--- src/rtl/simd_pkg.sv ---
// Shared definitions for the SIMD pipeline: op codes and saturation limits.
package simd_pkg;

    localparam int unsigned OP_W = 3;

    // Codes 6 and 7 are reserved and fall through to NOP behaviour.
    typedef enum logic [OP_W-1:0] {
        OP_NOP = 3'd0,
        OP_ADD = 3'd1,
        OP_SUB = 3'd2,
        OP_MUL = 3'd3,
        OP_THR = 3'd4,
        OP_CMP = 3'd5
    } op_e;

    // Largest signed value representable in w bits.
    function automatic logic signed [63:0] sat_max(input int unsigned w);
        return (64'sd1 <<< (w - 1)) - 64'sd1;
    endfunction

    // Smallest signed value representable in w bits.
    function automatic logic signed [63:0] sat_min(input int unsigned w);
        return -(64'sd1 <<< (w - 1));
    endfunction

endpackage

--- src/rtl/simd_pipe_if.sv ---
// Operand/result handshake bundle for simd_pipe.
interface simd_pipe_if
    import simd_pkg::*;
#(
    parameter int unsigned LANES = 4,
    parameter int unsigned WIDTH = 16
);
    logic                     in_valid;
    logic                     in_ready;
    logic [OP_W-1:0]          op;
    logic                     scalar_mode;
    logic [LANES*WIDTH-1:0]   in1;
    logic [LANES*WIDTH-1:0]   in2;
    logic [WIDTH-1:0]         constant;
    logic                     out_valid;
    logic                     out_ready;
    logic [LANES*WIDTH-1:0]   out;
    logic [LANES-1:0]         out_ovf;

    // Pipeline side.
    modport slave (
        input  in_valid, op, scalar_mode, in1, in2, constant, out_ready,
        output in_ready, out_valid, out, out_ovf
    );

    // Producer/consumer side.
    modport master (
        output in_valid, op, scalar_mode, in1, in2, constant, out_ready,
        input  in_ready, out_valid, out, out_ovf
    );
endinterface

--- src/rtl/simd_lane.sv ---
// Combinational single-lane ALU. Build option: SIMD_PIPE_SATURATE_EN clamps
// overflowing ADD/SUB/MUL results instead of wrapping them.
module simd_lane
    import simd_pkg::*;
#(
    parameter int unsigned WIDTH = 16
) (
    input  logic signed [WIDTH-1:0] a,
    input  logic signed [WIDTH-1:0] b,
    input  logic [OP_W-1:0]         op,
    output logic signed [WIDTH-1:0] result,
    output logic                    ovf
);
    localparam int unsigned W1 = WIDTH + 1;
    localparam int unsigned W2 = 2 * WIDTH;

    logic signed [W1-1:0] sum;
    logic signed [W1-1:0] diff;
    logic signed [W2-1:0] prod;
    logic                 sum_ovf;
    logic                 diff_ovf;
    logic                 prod_ovf;

    // Exact-width arithmetic; overflow when the top bits are not a sign extension.
    assign sum      = W1'(a) + W1'(b);
    assign diff     = W1'(a) - W1'(b);
    assign prod     = W2'(a) * W2'(b);
    assign sum_ovf  = sum[W1-1] != sum[WIDTH-1];
    assign diff_ovf = diff[W1-1] != diff[WIDTH-1];
    assign prod_ovf = (prod[W2-1:WIDTH-1] != '0) && (prod[W2-1:WIDTH-1] != '1);

    // Op select, with optional clamp toward the sign of the exact result.
    always_comb begin
        result = a;
        ovf    = 1'b0;
        case (op)
            OP_ADD: begin result = sum[WIDTH-1:0];  ovf = sum_ovf;  end
            OP_SUB: begin result = diff[WIDTH-1:0]; ovf = diff_ovf; end
            OP_MUL: begin result = prod[WIDTH-1:0]; ovf = prod_ovf; end
            OP_THR: result = (a > b) ? a : b;
            OP_CMP: result = (a > b) ? WIDTH'(1) : '0;
            default: ;
        endcase
`ifdef SIMD_PIPE_SATURATE_EN
        if (ovf) begin
            if ((op == OP_MUL) ? prod[W2-1] : (op == OP_SUB) ? diff[W1-1] : sum[W1-1])
                result = WIDTH'(sat_min(WIDTH));
            else
                result = WIDTH'(sat_max(WIDTH));
        end
`else
`endif
    end
endmodule

--- src/rtl/simd_pipe.sv ---
// Two-stage pipelined SIMD ALU with valid/ready flow control and a
// completed-result counter. Build option: SIMD_PIPE_SATURATE_EN (see simd_lane).
module simd_pipe
    import simd_pkg::*;
#(
    parameter int unsigned LANES = 4,
    parameter int unsigned WIDTH = 16,
    parameter int unsigned CNT_W = 32
) (
    input  logic             clk,
    input  logic             rst,
    simd_pipe_if.slave       bus,
    output logic [CNT_W-1:0] ops_done
);
    localparam int unsigned VW = LANES * WIDTH;

    logic            s1_valid;
    logic [OP_W-1:0] s1_op;
    logic [VW-1:0]   s1_a;
    logic [VW-1:0]   s1_b;
    logic [VW-1:0]   b_sel;
    logic [VW-1:0]   res;
    logic [LANES-1:0] res_ovf;
    logic            s2_can_load;

    // Operand b is resolved at the input so S1 only carries two vectors.
    assign b_sel = bus.scalar_mode ? {LANES{bus.constant}} : bus.in2;

    assign s2_can_load  = !bus.out_valid || bus.out_ready;
    assign bus.in_ready = !s1_valid || s2_can_load;

    // Lane array computing S2's next contents from S1.
    for (genvar i = 0; i < LANES; i++) begin : g_lane
        simd_lane #(.WIDTH(WIDTH)) u_lane (
            .a      (s1_a[i*WIDTH +: WIDTH]),
            .b      (s1_b[i*WIDTH +: WIDTH]),
            .op     (s1_op),
            .result (res[i*WIDTH +: WIDTH]),
            .ovf    (res_ovf[i])
        );
    end

    // S1: operand capture.
    always_ff @(posedge clk or posedge rst) begin
        if (rst) begin
            s1_valid <= 1'b0;
            s1_op    <= '0;
            s1_a     <= '0;
            s1_b     <= '0;
        end else if (bus.in_ready) begin
            s1_valid <= bus.in_valid;
            if (bus.in_valid) begin
                s1_op <= bus.op;
                s1_a  <= bus.in1;
                s1_b  <= b_sel;
            end
        end
    end

    // S2: result register driving the output port; holds under backpressure.
    always_ff @(posedge clk or posedge rst) begin
        if (rst) begin
            bus.out_valid <= 1'b0;
            bus.out       <= '0;
            bus.out_ovf   <= '0;
        end else if (s2_can_load) begin
            bus.out_valid <= s1_valid;
            if (s1_valid) begin
                bus.out     <= res;
                bus.out_ovf <= res_ovf;
            end
        end
    end

    // Count of results accepted downstream; wraps naturally.
    always_ff @(posedge clk or posedge rst) begin
        if (rst)
            ops_done <= '0;
        else if (bus.out_valid && bus.out_ready)
            ops_done <= ops_done + CNT_W'(1);
    end
endmodule
--- src/flat_wrapper.sv ---
// flat-port wrapper written by rule: the top's interface ports become plain ports
module simd_pipe_flat import simd_pkg::*;
#(
    parameter int unsigned LANES = 4,
    parameter int unsigned WIDTH = 16,
    parameter int unsigned CNT_W = 32
)
  (clk, rst, ops_done, bus_in_valid, bus_op, bus_scalar_mode, bus_in1, bus_in2, bus_constant, bus_out_ready, bus_in_ready, bus_out_valid, bus_out, bus_out_ovf);
  simd_pipe_if #(.LANES(LANES), .WIDTH(WIDTH)) bus_i ();
  input  logic clk;
  input  logic rst;
  output logic [CNT_W-1:0] ops_done;
  input wire logic [$bits(bus_i.in_valid)-1:0] bus_in_valid;
  input wire logic [$bits(bus_i.op)-1:0] bus_op;
  input wire logic [$bits(bus_i.scalar_mode)-1:0] bus_scalar_mode;
  input wire logic [$bits(bus_i.in1)-1:0] bus_in1;
  input wire logic [$bits(bus_i.in2)-1:0] bus_in2;
  input wire logic [$bits(bus_i.constant)-1:0] bus_constant;
  input wire logic [$bits(bus_i.out_ready)-1:0] bus_out_ready;
  output wire logic [$bits(bus_i.in_ready)-1:0] bus_in_ready;
  output wire logic [$bits(bus_i.out_valid)-1:0] bus_out_valid;
  output wire logic [$bits(bus_i.out)-1:0] bus_out;
  output wire logic [$bits(bus_i.out_ovf)-1:0] bus_out_ovf;
  assign bus_i.in_valid = bus_in_valid;
  assign bus_i.op = bus_op;
  assign bus_i.scalar_mode = bus_scalar_mode;
  assign bus_i.in1 = bus_in1;
  assign bus_i.in2 = bus_in2;
  assign bus_i.constant = bus_constant;
  assign bus_i.out_ready = bus_out_ready;
  assign bus_in_ready = bus_i.in_ready;
  assign bus_out_valid = bus_i.out_valid;
  assign bus_out = bus_i.out;
  assign bus_out_ovf = bus_i.out_ovf;
  simd_pipe #(.LANES(LANES), .WIDTH(WIDTH), .CNT_W(CNT_W)) u_core (.clk(clk), .rst(rst), .bus(bus_i), .ops_done(ops_done));
endmodule
--- config.mk ---
export PLATFORM = sky130hd
export DESIGN_NAME = simd_pipe_flat
export DESIGN_NICKNAME = d
export VERILOG_FILES = /design/src/rtl/simd_pkg.sv /design/src/rtl/simd_pipe_if.sv /design/src/rtl/simd_lane.sv /design/src/rtl/simd_pipe.sv /design/src/flat_wrapper.sv
export SDC_FILE = /design/constraint.sdc
export NUM_CORES = 2
export LEC_CHECK = 0
export ABC_AREA = 1
export BUFFER_PORTS_ARGS = -buffer_cell sky130_fd_sc_hd__buf_4
export CAP_MARGIN = 30
export CORE_ASPECT_RATIO = 1.1
export CORE_MARGIN = 1
export CORE_UTILIZATION = 50
export CTS_BUF_LIST = sky130_fd_sc_hd__clkbuf_16
export DETAILED_ROUTE_END_ITERATION = 8
export PLACE_DENSITY = 0.76
export SLEW_MARGIN = 20
export SYNTH_ARGS = -nofsm -noshare
export SYNTH_HDL_FRONTEND = slang
export SYNTH_SLANG_ARGS = --single-unit
--- constraint.sdc ---
create_clock -name clk -period 18.6 [get_ports clk]
set_clock_uncertainty 0.05 [all_clocks]
set_input_delay 3.72 -clock clk [delete_from_list [all_inputs] [get_ports clk]]
set_output_delay 3.72 -clock clk [all_outputs]
set_load 0.005 [all_outputs]
==> flow_metrics.py <==
metrics = {
    "route": {
        "finalWirelength_um": 203000,
        "ant_nets": 0,
        "viasPerCell": 5.40,
        "drc": 0,
        "drtPass1Iterations": 6,
        "vias": 56500,
        "routedWlPerCell_um": 19.5,
        "drtIter0Drc": 5121,
    },
    "synthesis": {
        "ys_async_sr_fraction_pct": 100,
        "syn_area_per_cell_um2": 7.07,
        "yosysWarnings": 0,
        "synth-edff-count": 0,
        "ys_ff_latch": 233,
        "ys_types": 55,
        "synthesis.area_mm2": 0.0623,
        "yosys_most_used_dff": "dfrtp_1",
        "ys_seq_area_share_pct": 9.36,
        "netlist_instances": 8807,
        "syn_nets": 10500,
    },
    "global_routing": {
        "antenna_found_initial": 5,
        "grt_pass1_wl_um": 322000,
        "grt_pass1_vias": 57800,
        "grt_max_degree": 167,
        "grt_usage_pct": 32.9,
        "gr-total-overflow": 0,
    },
    "sta": {
        "fin_crit_ns": 7.95,
        "fin_ws_ns": 10.65,
        "slew_headroom_pct": 25.1,
        "worst_pin_slew_ns": 1.11,
        "slew_viol_final": 0,
        "final.setup.tns_ns": 0,
        "rsz0062_at_grt": "false",
        "whs_ns": 0.430,
        "fmax_mhz": 126,
        "period_share_pct": 42.7,
        "hold_viol": 0,
        "setup_violations": 0,
    },
    "worst_setup_path": {
        "path_buf_inv": 3,
        "start_kind": "primary input",
        "worstPathMaxFanout": 3,
        "path_delay_family": "buffers and inverters",
        "crit_required_ns": 14.83,
        "cp_cell_sequence": "buf_4 > inv_1 > nand3_1 > buf_4",
        "cpMostUsedCell": "buf_4",
        "slowest_stage": "buf_4",
        "cp_slowest_stage_delay_ns": 0.16,
        "cp-end-kind": "output pin",
        "worstPathArrival_ns": 4.18,
        "path_class": "in2out",
    },
    "floorplanning": {
        "die_w_um": 339,
        "die_y_um": 372,
        "die_area_mm2": 0.126,
        "coreArea_mm2": 0.123,
        "row_count": 135,
        "start_util_pct": 50.5,
        "top_level_ports": 254,
    },
    "placed_design": {
        "place.gp.congestion": 1.00,
        "pre_cts_slack_ns": 10.64,
        "portBuffers": 253,
        "dp_hpwl_um": 164000,
    },
    "clock_tree": {
        "root_buffer": "clkbuf_16",
        "cts_resized": 0,
        "cts_num_sinks": 233,
        "numCtsBuffers": 31,
        "cts_setup_buffers": 0,
        "cts_max_level": 1,
        "cts_buffer_depth": 3,
        "clk_pin_slew_ns": 0.06,
        "cts_hold_buf": 0,
        "clk_latency_ns": 0.65,
        "cts_tree": "yes",
    },
    "layout": {
        "drive_gt1_share_pct": 5.05,
        "area.growth.synth_to_final_pct": 6.80,
        "finalNetCount": 10500,
    },
    "status": {
        "status": "finished, final reports clean",
    },
    "hold_path": {
        "hp-class": "reg2reg",
    },
    "run": {
        "cap_violations": 0,
    },
}
## layout make-up
class / count / area [um^2]
sequential: 233 / 5830
multi-input combinational: 5939 / 46600
clock inverter: 26 / 327
tap: 1644 / 2060
inverter: 2255 / 8480
fill: 12000 / 56800
clock buffer: 31 / 776
timing repair buffer: 326 / 2490
antenna: 2 / 5.00
## final timing paths
kind	start	endpoint	slack (ns)	depth (start not counted)
max in group asynchronous	rst	u_core.s1_a[21]$_DFFE_PP0P_	13.33	5
hold / removal	u_core.bus.out[8]$_DFFE_PP0P_	u_core.bus.out[8]$_DFFE_PP0P_	0.43	2
setup reg to reg	u_core.s1_b[1]$_DFFE_PP0P_	u_core.bus.out_ovf[0]$_DFFE_PP0P_	11.61	26
setup / recovery	bus_out_ready	bus_in_ready	10.65	4
min in group asynchronous	rst	u_core.bus.out[14]$_DFFE_PP0P_	3.18	2
hold reg to reg	u_core.bus.out[8]$_DFFE_PP0P_	u_core.bus.out[8]$_DFFE_PP0P_	0.43	2
## sequential cells by signal, indices dropped and copies added, names as in the netlist
signal and flops:
u_core.bus.out 64, u_core.bus.out_ovf 4, u_core.bus.out_valid 1, u_core.ops_done 32
u_core.s1_a 64, u_core.s1_b 64, u_core.s1_op 3, u_core.s1_valid 1
## cells in the final DEF, fill, tap and decap left out, types with 21 or more instances in the layout
master,netlist,final
xor2_1,52,52
buf_4,0,322
nand4_1,104,104
dfrtp_1,233,233
clkbuf_16,0,31
nor2_1,385,385
xnor2_1,37,37
ha_1,462,462
inv_1,2247,2247
nor3_1,46,43
a21oi_1,261,261
fa_1,1056,1056
o21ai_0,393,393
o211ai_1,99,99
and2_1,26,26
or2_2,30,30
o21ai_1,21,21
nand2_1,2543,2541
nand3_1,298,298
## stage by stage
step,utilization [%],cells,instance area [um^2]
after floorplan,-,8807,62300
after global placement,53.0,10400,65300
after detailed placement,53.0,10400,65400
after CTS,53.9,10500,66500
after global routing,53.9,10500,66500
final,54.0,10500,66500
## Yosys cell counts, types with 5 or more instances
| master | instances | area, um^2 |
|---|---|---|
| nand2_1 | 2543 | 9550 |
| inv_1 | 2247 | 8430 |
| fa_1 | 1056 | 21100 |
| ha_1 | 462 | 5780 |
| o21ai_0 | 393 | 1970 |
| nor2_1 | 385 | 1450 |
| clkbuf_1 | 335 | 1260 |
| nand3_1 | 298 | 1490 |
| a21oi_1 | 261 | 1310 |
| dfrtp_1 | 233 | 5830 |
| nand4_1 | 104 | 651 |
| o211ai_1 | 99 | 743 |
| xor2_1 | 52 | 455 |
| nor3_1 | 46 | 230 |
| xnor2_1 | 37 | 324 |
| buf_2 | 36 | 180 |
| or2_2 | 30 | 188 |
| and2_1 | 26 | 163 |
| o21ai_1 | 21 | 105 |
| a31oi_1 | 19 | 119 |
| o21bai_1 | 13 | 97.6 |
| nand3b_1 | 11 | 82.6 |
| a21boi_0 | 9 | 67.6 |
| a21o_1 | 9 | 67.6 |
| buf_1 | 8 | 30.0 |
| inv_2 | 7 | 26.3 |
| o21a_1 | 6 | 45.0 |
| a211oi_1 | 5 | 37.5 |
| nand2_2 | 5 | 31.3 |
## cell families (layout without fill, tap and decap cells)
logic type,count (synthesis),after routing,share of synthesized area [%]
other,0,2,0
buffers and inverters,2635,2638,16.0
XOR/XNOR,89,89,1.25
adder cells (fa/ha/maj),1518,1518,43.2
flip-flops,233,233,9.36
AND/OR/NAND/NOR,3469,3469,22.5
AO/OA/AOI/OAI,863,863,7.70
## tightest hold or removal path, cell delays in order (launching register included)
cell and delay [ns]:
dfrtp_1 0.34, nand2_1 0.05, nand2_1 0.05
## routing by layer
layer	vias to the layer above	GRT usage, %	wire [um]	share of wire, %
li1	25900	-	-	-
met1	27400	42.2	79300	39
met2	2629	54.2	93600	46
met3	529	6.74	20400	10
met4	10	13.8	9990	4.9
met5	-	0	51	0.025
Power is not shown: default switching activity piles up to over one toggle a cycle in this logic, so the estimate is an artifact.
